$ cat src/rtl/vline_fetch.sv
// Line-buffer fill engine: fetches PSIZE pixels from memory starting at
// LineBase and writes them into buffer slots 0..PSIZE-1.
module vline_fetch #(
  parameter int unsigned AWIDTH  = 2,
  parameter int unsigned BPP     = 6,
  parameter int unsigned PSIZE   = 4,
  parameter int unsigned MAWIDTH = 16
) (
  input  logic               Clk,
  input  logic               nReset,
  input  logic               LineStart,
  input  logic [MAWIDTH-1:0] LineBase,
  output logic               MemReq,
  output logic [MAWIDTH-1:0] MemAddress,
  input  logic               MemAck,
  input  logic [BPP-1:0]     MemData,
  output logic               Write,
  output logic [AWIDTH-1:0]  WriteAddress,
  output logic [BPP-1:0]     WriteData,
  output logic               Busy,
  output logic               Done,
  output logic               Overrun
);

  localparam logic [AWIDTH-1:0] LAST_PIX = AWIDTH'(PSIZE - 1);

  typedef enum logic [1:0] {
    IDLE  = 2'd0,
    FETCH = 2'd1,
    DONE  = 2'd2
  } state_t;

  state_t               state, state_nxt;
  logic [AWIDTH-1:0]    count, count_nxt;
  logic                 req_nxt;
  logic [MAWIDTH-1:0]   addr_nxt;
  logic                 write_nxt;
  logic [AWIDTH-1:0]    waddr_nxt;
  logic [BPP-1:0]       wdata_nxt;
  logic                 busy_nxt;
  logic                 done_nxt;
  logic                 overrun_nxt;

  // State and registered outputs; reset abandons any fill in progress.
  always_ff @(posedge Clk or negedge nReset) begin
    if (!nReset) begin
      state        <= IDLE;
      count        <= '0;
      MemReq       <= 1'b0;
      MemAddress   <= '0;
      Write        <= 1'b0;
      WriteAddress <= '0;
      WriteData    <= '0;
      Busy         <= 1'b0;
      Done         <= 1'b0;
      Overrun      <= 1'b0;
    end else begin
      state        <= state_nxt;
      count        <= count_nxt;
      MemReq       <= req_nxt;
      MemAddress   <= addr_nxt;
      Write        <= write_nxt;
      WriteAddress <= waddr_nxt;
      WriteData    <= wdata_nxt;
      Busy         <= busy_nxt;
      Done         <= done_nxt;
      Overrun      <= overrun_nxt;
    end
  end

  // Next-state and next-output decode; pulses default low, data holds.
  always_comb begin
    state_nxt   = state;
    count_nxt   = count;
    req_nxt     = MemReq;
    addr_nxt    = MemAddress;
    write_nxt   = 1'b0;
    waddr_nxt   = WriteAddress;
    wdata_nxt   = WriteData;
    busy_nxt    = Busy;
    done_nxt    = 1'b0;
    overrun_nxt = 1'b0;

    case (state)
      IDLE: begin
        if (LineStart) begin
          state_nxt = FETCH;
          req_nxt   = 1'b1;
          addr_nxt  = LineBase;
          count_nxt = '0;
          busy_nxt  = 1'b1;
        end
      end
      FETCH: begin
        overrun_nxt = LineStart;
        if (MemAck) begin
          write_nxt = 1'b1;
          waddr_nxt = count;
          wdata_nxt = MemData;
          addr_nxt  = MemAddress + MAWIDTH'(1);
          if (count == LAST_PIX) begin
            // Last pixel: drop the request on the same edge, park count at 0
            state_nxt = DONE;
            req_nxt   = 1'b0;
            count_nxt = '0;
          end else begin
            count_nxt = count + AWIDTH'(1);
          end
        end
      end
      DONE: begin
        overrun_nxt = LineStart;
        done_nxt    = 1'b1;
        busy_nxt    = 1'b0;
        state_nxt   = IDLE;
      end
      default: begin
        state_nxt = IDLE;
      end
    endcase
  end

endmodule

$ cat config.mk
export PLATFORM = sky130hd
export DESIGN_NAME = vline_fetch
export DESIGN_NICKNAME = d
export VERILOG_FILES = /design/src/rtl/vline_fetch.sv
export SDC_FILE = /design/constraint.sdc
export NUM_CORES = 1
export LEC_CHECK = 0
export BUFFER_PORTS_ARGS = -buffer_cell sky130_fd_sc_hd__buf_2
export CAP_MARGIN = 40
export CORE_MARGIN = 1.5
export CORE_UTILIZATION = 45
export DETAILED_ROUTE_END_ITERATION = 8
export PLACE_DENSITY = 0.68
export SLEW_MARGIN = 10
export SYNTH_ARGS = -nofsm -noshare
export SYNTH_HDL_FRONTEND = slang
export SYNTH_SLANG_ARGS = --single-unit
$ cat constraint.sdc
create_clock -name Clk -period 1.91 [get_ports Clk]
set_clock_uncertainty 0.1 [all_clocks]
set_input_delay 0.0955 -clock Clk [delete_from_list [all_inputs] [get_ports Clk]]
set_output_delay 0.0955 -clock Clk [all_outputs]
set_load 0.1 [all_outputs]
# [Yosys cells after proc, flatten, opt, wreduce, memory -nomap -nowiden]
# Index checks and enable logic that the tools add are counted.
[classes] muxes=20 addsub=2 n_eq_ne=6 n_reduce_logical=9
[ops] op="$mux W16" n=2
[ops] op="$pmux W16 S2" n=1
[ops] op="$add A16 B1 Y16 const B" n=1
[ops] op="$mux W2" n=6
[ops] op="$pmux W2 S2" n=2
[ops] op="$mux W1" n=7
[ops] op="$ne A2 B2 Y1 const B" n=3
[ops] op="$reduce_and A3 Y1" n=2
[ops] op="$eq A2 B2 Y1 const B" n=2
[ops] op="$pmux W1 S2" n=2
[ops] op="$reduce_and A2 Y1" n=2
[ops] op="$reduce_and A4 Y1" n=1
[ops] op="$reduce_bool A2 Y1" n=2
[ops] op="$add A2 B1 Y2 const B" n=1
[ops] op="$eq A2 B1 Y1 const B" n=1
[ops] op="$logic_not A2 Y1" n=1
[ops] op="$reduce_or A2 Y1" n=1
[totals] elab_cells=47 out_inout_bits=29 ff_bits=33 in_bits=26

# [Depth between registers and ports, before layout]
# Gate-level depths: netlist of run 1.
[logic_depth] word_depth=4 depth_mapped=8 depth_no_buf=6

# [Worst setup path after synthesis of run 1]
# No wires, ideal clock.
[synth_path] path_kind="flip-flop to flip-flop" startpoint="reg MemAddress[0]" endpoint="reg MemAddress[14]" setup_slack_ns=-0.360 period_less_slack_ns=2.270 t_required_ns=1.724 setup_ns=0.086 stages_incl_launch_ff=6 path_buffers=0 arrival_ns=2.084 path_cell_list="dfrtp_1 -> ha_1 -> and4_1 -> nand2_1 -> o311a_1 -> nor3_1"
[synth_via] elab_chain_cells=3
[synth_lines] element="start: declaration" line_no="14" source="output logic [MAWIDTH-1:0] MemAddress,"
[synth_lines] element="start signal: assignment" line_no="61" source="MemAddress <= addr_nxt;"
[synth_lines] element="$add A16 B1 Y16" line_no="100" source="addr_nxt = MemAddress + MAWIDTH'(1);"
[synth_lines] element="$mux W16" line_no="96" source="if (MemAck) begin"
[synth_lines] element="$pmux W16 S2" line_no="84" source="case (state)"
# No other way between the ends. The select of a mux whose other input is x is not followed.
# A chain may end at the register's enable or synchronous reset.

# [Final worst setup path of run 1]
[layout_path] startpoint="reg state[0]" endpoint="reg MemAddress[8]"
[layout_via] elab_chain_cells=3 word_cells_on_any_way=7 classes_between="eq/ne (3); mux (1); reduce/logical (3)"
[layout_lines] element="start: declaration" line_no="33" source="state_t state, state_nxt;"
[layout_lines] element="start signal: assignment" line_no="58" source="state <= state_nxt;"
[layout_lines] element="$eq A2 B1 Y1 / $logic_not A2 Y1 (equally long branches)" line_no="84"
[layout_lines] element="$ne A2 B2 Y1 (no line) / $reduce_bool A2 Y1 (equally long branches)"
[layout_lines] element="$reduce_and A3 Y1 (no line)"
# Parallel ways exist; a longest one is shown, timed or not.

==> out/qor_table.md, run 1 <==
| Result | This run | Unit |
|:---|:---|:---|
| Outcome | complete, no violations | - |
| CP Data Arrival Time | 1.85 | ns |
| Routed Wire Length | 4111 | um |
| Most used standard cell by instance count after synthesis | dfrtp_1 | - |
| Count of flip-flops with a built-in enable after synthesis | 0 | - |
| Final count of hold timing violations | 0 | - |
| Post-detailed-route DRC marker count | 0 | - |
| Fraction of synthesis flops using an asynchronous set or reset pin | 100.0 | % |
| Required time reported for the critical path endpoint | 1.98 | ns |
| Via count of the first global-routing pass | 1,502 | - |
| Capturing element type of the critical path | flop | - |
| Source of the worst register-to-register timing path | state[0] | - |
| Die outline width | 66.34 | um |
| Post-layout min period | 1.773 | ns |
| Number of slew-limit violations in the final report | 0 | - |
| Worst hold path class | input port to flop | - |
| Setup repair after global routing missed its margin | no | - |
| Initial cell density of the core | 48.23 | % |
| YS warnings | 0 | - |
| Core area | 3744 | um^2 |
| Number of distinct library cells after synthesis | 42 | - |
| Crit Path Max Fanout | 11 | - |
| Layout overhead on the synthesized area | 30.77 | % |
| Worst reg-to-reg setup slack | 0.14 | ns |
| Antenna violations before repair | 0 | - |
| Detailed router's first-iteration violation count | 202 | - |
| Final setup violating endpoints | 0 | - |
| TritonCTS Buffers | 5 | - |
| Worst max-slew margin expressed relative to the limit | 52.10 | % |
| Core Rows | 22 | - |
| Register area share after synthesis | 45.74 | % |
| Routed vias | 1,643 | - |
| Capturing element of the worst setup path | MemAddress[8] | - |
| Die footprint | 4401 | um^2 |
| Standard cell area after detailed placement | 2166 | um^2 |
| Number of gates resized after CTS | 0 | - |
| DR vias/cell | 5.477 | - |
| GRT Util Overall | 21.03 | % |
| Buffer cell driving the clock tree root | clkbuf_8 | - |
| Number of hold buffers added after CTS | 8 | - |
| Reg clk slew, reported paths | 0.07 | ns |
| Worst setup startpoint | state[0] | - |
| Antenna Nets Post-Route | 0 | - |
| Die span in y | 66.34 | um |
| Peak clock frequency supported by timing | 564.1 | MHz |
| Post-layout nets | 282 | - |
| Fraction of post-synthesis cell area in the top cell type by area | 45.74 | % |
| First-pass GRT wire length | 7079 | um |
| I/O pin count | 55 | - |
| Ant diodes | 0 | - |
| Worst setup path class | flop to flop | - |
| Synth Flop Type | dfrtp_1 | - |
| Cells after synthesis | 183 | - |
| Number of cells traversed by the worst register-to-register path | 7 | - |
| Aggregate global routing overflow | 0 | - |
| Number of clock sinks | 33 | - |
| Number of input and output port buffers inserted | 54 | - |
| CP startpoint kind | flop | - |
| Post-CTS Repair Setup Buffers | 0 | - |
| Number of H-tree branching levels | 2 | - |
| Post-detailed-placement half-perimeter wirelength | 2898 | um |
| Worst r2r dst | MemAddress[8] | - |
| Post-route design area | 2361 | um^2 |
| Fraction of layout cells with a size suffix above 1 | 38.49 | % |
| Weighted congestion reported at the end of routability-driven placement | 0.8027 | - |
| Routed wire length per instance | 13.70 | um |
| Max cap viols | 0 | - |
| Avg Synthesized Cell Area | 9.866 | um^2 |
| Area of the mapped netlist | 1805 | um^2 |
| Buffer depth of the longest clock path | 2 | - |
| Worst-Skew Late Latency | 0.29 | ns |
| Syn nets | 214 | - |
| Number of iterations in the first detailed-routing pass | 4 | - |
| Synthesis-stage register bit count | 33 | - |
| Largest net degree at the start of global routing | 34 | - |
| CTS tree | built | - |
| Cell type contributing the most total cell area after synthesis | dfrtp_1 | - |
| Crit share post-route | 92.82 | % |
| Most frequent cells after synthesis | 33 x dfrtp_1, 21 x nand2_1, 16 x a21oi_1, 11 x o21ai_0 | - |
| Most area-consuming cells after synthesis | dfrtp_1 46%, mux2_2 5.0%, a21oi_1 4.4% | - |
| Slew at the pin with the worst max-slew slack | 0.7185 | ns |
per-layer routing:
metal | global-route usage [%] | up-vias | routed length [um]
met2 | 31.50 | 42 | 1966
met5 | 0 | - | 0
met3 | 6.303 | 3 | 204
li1 | - | 819 | -
met1 | 29.66 | 779 | 1908
met4 | 5.357 | 0 | 33
registers in the layout, indices dropped and copies added, names as in the netlist, 2 cells and up:
name          cells
WriteData         6
MemAddress       16
state             2
count             2
WriteAddress      2
final cells by class:
class | instances | area [um^2]
Clock buffer | 5 | 68.82
Clock inverter | 3 | 46.29
Fill cell | 329 | 1383
Inverter | 7 | 26.28
Multi-Input combinational cell | 133 | 875.8
Sequential cell | 33 | 840.8
Tap cell | 48 | 60.06
Timing Repair Buffer | 71 | 442.9
worst min path at each step:
stage | start | endpoint | slack [ns] | depth (start not counted)
final | LineBase[7] | MemAddress[7] | 0.01 | 3
after global routing | LineStart | Overrun | 0.02 | 2
after CTS | LineBase[7] | MemAddress[7] | 0.007 | 3
after detailed placement | nReset | WriteData[0] | 0.1 | 1
after global placement | nReset | WriteData[0] | 0.10 | 1
after floorplan | nReset | Busy | -0.30 | 0
layout by cell type, fill, tap and decap left out, drive strengths merged, types with 3 or more instances in the layout:
master | synthesis | layout
nor2 | 6 | 6
nor3 | 6 | 6
mux2 | 8 | 8
nand4 | 8 | 8
a211oi | 3 | 3
a2bb2oi | 5 | 5
buf | 8 | 63
inv | 6 | 6
dlygate4sd3 | 0 | 8
clkbuf | 2 | 5
and3 | 3 | 3
nor2b | 3 | 3
ha | 5 | 5
nand3 | 9 | 9
a21oi | 16 | 16
dfrtp | 33 | 33
nand2 | 21 | 21
o21ai | 11 | 11
o22ai | 6 | 6
mux2i | 3 | 3
o32ai | 3 | 3
worst max-delay path: stages, from the launching register on:
cell,delay [ns]
dfrtp_1,0.41
inv_1,0.09
ha_1,0.20
mux2i_2,0.34
or2_1,0.15
buf_4,0.18
a21oi_1,0.06
a2bb2oi_1,0.13
kinds of logic after synthesis:
group,after synthesis,synth area share (%)
mux,11,6.861
fa+ha+maj,5,3.465
simple gates,62,18.16
compound gates,55,20.03
buf+inv,17,5.751
flops,33,45.74
through the flow:
stage,instances,setup TNS (ns),worst slack [ns],util (%),hold slack (ns)
final,300,0,0.1371,63.07,0.01078
after CTS,300,0,0.1399,63.07,0.007355
after global placement,284,0,0.1693,57.85,0.1032
after detailed placement,284,0,0.1650,57.85,0.09906
after floorplan,183,-0.04044,-0.04044,-,-0.3001
after global routing,300,0,0.01968,63.07,0.02445
Power of run 1 is left out: the tool's default activity adds up to more than one toggle a clock period on the data nets, which glitch-free logic cannot reach.
==> run 2: changes to the inputs <==
--- a/config.mk
+++ b/config.mk
@@ -9,8 +9,10 @@
 export CAP_MARGIN = 40
 export CORE_MARGIN = 1.5
 export CORE_UTILIZATION = 45
+export CTS_CLUSTER_DIAMETER = 30
 export DETAILED_ROUTE_END_ITERATION = 8
 export PLACE_DENSITY = 0.68
+export REMOVE_ABC_BUFFERS = 1
 export SLEW_MARGIN = 10
 export SYNTH_ARGS = -nofsm -noshare
 export SYNTH_HDL_FRONTEND = slang
==> out/qor_table.md, run 2 (same netlist as run 1, synthesis figures left out) <==
| Result | This run | Unit |
|:---|:---|:---|
| Die footprint | 4401 | um^2 |
| Required time reported for the critical path endpoint | 2.02 | ns |
| Fraction of layout cells with a size suffix above 1 | 34.00 | % |
| Slew at the pin with the worst max-slew slack | 0.7215 | ns |
| Number of clock sinks | 33 | - |
| Max cap viols | 0 | - |
| Outcome | complete, no violations | - |
| Weighted congestion reported at the end of routability-driven placement | 0.8383 | - |
| Core Rows | 22 | - |
| Antenna violations before repair | 0 | - |
| CP Data Arrival Time | 1.91 | ns |
| Number of input and output port buffers inserted | 54 | - |
| Number of instances on the worst hold path | 3 | - |
| Ant diodes | 0 | - |
| I/O pin count | 55 | - |
| Number of iterations in the first detailed-routing pass | 4 | - |
| Final setup violating endpoints | 0 | - |
| Endpoint of the worst hold path | MemAddress[0] | - |
| Initial cell density of the core | 48.23 | % |
| Min-Delay Startpoint | LineBase[0] | - |
| Worst-Skew Late Latency | 0.28 | ns |
| Commonest non-fill, non-tap cell in the layout | buf_2 | - |
| Routed wire length per instance | 14.17 | um |
| Aggregate global routing overflow | 0 | - |
| Final count of hold timing violations | 0 | - |
| Reg clk slew, reported paths | 0.07 | ns |
| Post-layout nets | 280 | - |
| Capturing element type of the critical path | flop | - |
| Min Hold Slack | 0.01798 | ns |
| Ordered cell list for the critical path | inv_1, ha_1, mux2i_2, or2_1, buf_12, a21oi_1, a2bb2oi_1 | - |
| Post-detailed-route DRC marker count | 0 | - |
| Number of H-tree branching levels | 2 | - |
| Post-layout min period | 1.796 | ns |
| Number of slew-limit violations in the final report | 0 | - |
| Largest registers ranked by flip-flop count | MemAddress x16, WriteData x6 | - |
| Post-CTS Repair Setup Buffers | 0 | - |
| Worst r2r dst | MemAddress[9] | - |
| Worst reg-to-reg setup slack | 0.11 | ns |
| Most frequent cells in the layout | 54 x buf_2, 33 x dfrtp_1, 21 x nand2_1, 16 x a21oi_1, 11 x o21ai_0 | - |
| Antenna Nets Post-Route | 0 | - |
| Layout overhead on the synthesized area | 27.03 | % |
| Crit share post-route | 94.04 | % |
| CTS tree | built | - |
| Post-detailed-placement half-perimeter wirelength | 2960 | um |
| Number of flip-flops in the largest register | 16 | - |
| Buffer depth of the longest clock path | 2 | - |
| Post-Route Utilization | 61.26 | % |
| Largest net degree at the start of global routing | 36 | - |
| Worst setup path class | flop to flop | - |
| TritonCTS Buffers | 5 | - |
| Delay contributed by the slowest stage of the critical path | 0.40 | ns |
| Detailed router's first-iteration violation count | 128 | - |
| CP startpoint kind | flop | - |
| Die outline width | 66.34 | um |
| Core area | 3744 | um^2 |
| Number of cells traversed by the worst register-to-register path | 7 | - |
| Routed vias | 1,645 | - |
| Source of the worst register-to-register timing path | state[1] | - |
| Via count of the first global-routing pass | 1,489 | - |
| First-pass GRT wire length | 6831 | um |
| Placement Setup Slack | 0.08308 | ns |
| Setup repair after global routing missed its margin | yes | - |
| Crit Path Max Fanout | 11 | - |
| Worst max-slew margin expressed relative to the limit | 51.90 | % |
| Routed Wire Length | 4222 | um |
| GRT Util Overall | 20.22 | % |
| Buffer cell driving the clock tree root | clkbuf_8 | - |
| Critical path's slowest cell | dfrtp_1 | - |
| DR vias/cell | 5.520 | - |
| Worst hold path class | input port to flop | - |
| Die span in y | 66.34 | um |
| Register bank with the most flops | MemAddress | - |
| Final WS setup | 0.1139 | ns |
| Peak clock frequency supported by timing | 556.8 | MHz |
==> run 2: worst max path at each step <==
| stage | start | endpoint | slack, ns | cells after the start |
|---|---|---|---|---|
| 3_5_place_dp | state[1] | MemAddress[13] | 0.08 | 6 |
| 3_3_place_gp | state[1] | MemAddress[13] | 0.13 | 6 |
| 5_1_grt | state[1] | MemAddress[13] | 0.002 | 6 |
| 4_1_cts | state[1] | MemAddress[13] | 0.06 | 6 |
| 6_report | state[1] | MemAddress[9] | 0.11 | 7 |
| 2_1_floorplan | state[1] | MemAddress[10] | -0.54 | 6 |
==> run 2: repair_timing <==
item / in CTS / in global routing
hold endpoints to repair: 39 / 0
setup endpoints to repair: 0 / 4
hold buffers: 7 / 0
resized for setup: 0 / 2
==> run 2: layout make-up <==
class / count / area, um^2
Fill cell: 339 / 1450
Inverter: 7 / 26.28
Clock inverter: 3 / 17.52
Multi-Input combinational cell: 133 / 878.3
Timing Repair Buffer: 69 / 416.7
Sequential cell: 33 / 825.8
Clock buffer: 5 / 68.82
Tap cell: 48 / 60.06
==> run 2: per-layer routing <==
layer / part of all wire, % / track usage, % / vias up
met5: 0 / 0 / -
met4: 1.3 / 6.888 / 0
met3: 4.6 / 3.918 / 7
met2: 44 / 31.50 / 44
met1: 50 / 28.03 / 779
li1: - / - / 815
==> run 2: per-stage QoR <==
step                TNS [ns]  area [um^2]  instances
floorplan             -11.38         1728        173
finish                     0         2293        298
CTS                        0         2287        298
global placement           0         2131        283
detailed placement         0         2131        283
global route               0         2293        298
==> run 2: worst max-delay path: cells and delay by family, from the launching register on <==
kind	cells	cell delay, ns
AND/OR/NAND/NOR	1	0.27
adder cells (fa/ha/maj)	1	0.28
buffers and inverters	2	0.23
flip-flops	1	0.40
multiplexers	1	0.17
AO/OA/AOI/OAI	2	0.28
Power of run 2 is left out for the same reason.
==> run 3: changes to the inputs <==
--- a/config.mk
+++ b/config.mk
@@ -7,6 +7,7 @@
 export LEC_CHECK = 0
 export BUFFER_PORTS_ARGS = -buffer_cell sky130_fd_sc_hd__buf_2
 export CAP_MARGIN = 40
+export CORE_ASPECT_RATIO = 0.8
 export CORE_MARGIN = 1.5
 export CORE_UTILIZATION = 45
 export CTS_CLUSTER_DIAMETER = 30
==> out/qor_table.md, run 3 (same netlist as run 1, synthesis figures left out) <==
| Result | This run | Unit |
|:---|:---|:---|
| Post-CTS Repair Setup Buffers | 0 | - |
| GR Layer Usage met1 | 29.79 | % |
| Buffer depth of the longest clock path | 2 | - |
| Min Hold Slack | 0.01023 | ns |
| Commonest non-fill, non-tap cell in the layout | buf_2 | - |
| Number of H-tree branching levels | 2 | - |
| Number of flip-flops in the largest register | 16 | - |
| Post-detailed-placement half-perimeter wirelength | 3120 | um |
| Number of cells traversed by the worst register-to-register path | 5 | - |
| GRT Util Overall | 21.62 | % |
| Final count of hold timing violations | 0 | - |
| CP Data Arrival Time | 1.84 | ns |
| Routed wire length per instance | 14.10 | um |
| Met2 routing resource usage after global routing | 34.36 | % |
| Routed Wire Length | 4343 | um |
| Post-detailed-route DRC marker count | 0 | - |
| TritonCTS Buffers | 5 | - |
| Number of slew-limit violations in the final report | 0 | - |
| Worst-Skew Late Latency | 0.28 | ns |
| Peak clock frequency supported by timing | 563.9 | MHz |
| Capturing element of the worst setup path | WriteData[2] | - |
| Worst setup path class | flop to flop | - |
| Largest registers ranked by flip-flop count | MemAddress x16, WriteData x6 | - |
| Initial cell density of the core | 47.16 | % |
| I/O pin count | 55 | - |
| Fraction of layout cells with a size suffix above 1 | 34.78 | % |
| Buffer cell driving the clock tree root | clkbuf_8 | - |
| Reg clk slew, reported paths | 0.07 | ns |
| Layout overhead on the synthesized area | 29.80 | % |
| First-pass GRT wire length | 7141 | um |
| Via count of the first global-routing pass | 1,588 | - |
| Max cap viols | 0 | - |
| Post-layout nets | 283 | - |
| Most frequent cells in the layout | 54 x buf_2, 33 x dfrtp_1, 21 x nand2_1, 16 x a21oi_1 | - |
| Core Rows | 20 | - |
| Number of cells in the finished layout apart from fillers | 308 | - |
| Antenna violations before repair | 0 | - |
| Outcome | complete, no violations | - |
| Post-route design area | 2344 | um^2 |
| Crit share post-route | 92.84 | % |
| Post-layout min period | 1.773 | ns |
| Setup repair after global routing missed its margin | no | - |
| Worst max-slew margin expressed relative to the limit | 50.49 | % |
| Number of input and output port buffers inserted | 54 | - |
| CTS tree | built | - |
| Number of clock sinks | 33 | - |
| Largest net degree at the start of global routing | 34 | - |
| Detailed router's first-iteration violation count | 92 | - |
| Worst reg-to-reg setup slack | 0.14 | ns |
| Filler cell count | 348 | - |
| Number of iterations in the first detailed-routing pass | 4 | - |
| CP startpoint kind | flop | - |
| Placed cells | 293 | - |
| Worst r2r dst | WriteData[2] | - |
| Die footprint | 4404 | um^2 |
| Ant diodes | 0 | - |
| Antenna Nets Post-Route | 0 | - |
| Crit Path Max Fanout | 14 | - |
| Aggregate global routing overflow | 0 | - |
| Final setup violating endpoints | 0 | - |
| Worst hold path class | input port to flop | - |
| Grt met3 use | 4.384 | % |
| Worst setup startpoint | state[1] | - |
| Die outline width | 73.82 | um |
| Standard cell area after detailed placement | 2150 | um^2 |
| Core area | 3829 | um^2 |
| Register bank with the most flops | MemAddress | - |
| Source of the worst register-to-register timing path | state[1] | - |
| Capturing element type of the critical path | flop | - |
| Routed vias | 1,670 | - |
| Grt peak-use layer | met2 | - |
| Weighted congestion reported at the end of routability-driven placement | 0.8190 | - |
| Required time reported for the critical path endpoint | 1.98 | ns |
| DR vias/cell | 5.422 | - |
| Die span in y | 59.66 | um |
| Slew at the pin with the worst max-slew slack | 0.7426 | ns |
-- run 3: worst min-delay path by stage --
| stage | cells after the start | endpoint | startpoint |
|---|---|---|---|
| after floorplan | 0 | Busy | nReset |
| after global placement | 1 | MemAddress[13] | nReset |
| after detailed placement | 1 | MemAddress[13] | nReset |
| after CTS | 3 | MemAddress[1] | LineBase[1] |
| after global routing | 3 | MemAddress[6] | LineBase[6] |
| final | 3 | MemAddress[1] | LineBase[1] |
-- run 3: area by class of cell --
class,instances,area (um^2),share of cell area (%)
Multi-Input combinational cell,133,875.8,37.37
Sequential cell,33,825.8,35.24
Timing Repair Buffer,72,422.9,18.05
Clock buffer,6,82.58,3.524
Tap cell,55,68.82,2.936
Clock inverter,2,37.54,1.602
Inverter,7,30.03,1.281
-- run 3: layer usage --
layer	vias to the layer above	part of all wire (%)
met5	-	0
met4	0	0.74
met3	5	4.2
met2	42	47
met1	803	48
li1	820	-
-- run 3: worst max-delay path, cell delays in order, from the launching register on --
cell and delay (ns):
dfrtp_1 0.37, inv_1 0.07, ha_1 0.23, buf_4 0.21, nand2_1 0.30, mux2_2 0.38
-- run 3: metrics by stage --
step | setup slack [ns] | utilization [%] | TNS (ns)
2_1_floorplan | -0.5433 | - | -11.38
3_3_place_gp | 0.2070 | 56.14 | 0
3_5_place_dp | 0.1396 | 56.14 | 0
4_1_cts | 0.1300 | 61.11 | 0
5_1_grt | 0.02179 | 61.21 | 0
6_report | 0.1367 | 61.21 | 0
-- run 3: repair_timing --
item                       4_1_cts  5_1_grt
hold buffers                     7        0
hold endpoints to repair        39        0
setup endpoints to repair        0        1
gates resized for setup          0        1
Power of run 3 is left out for the same reason.
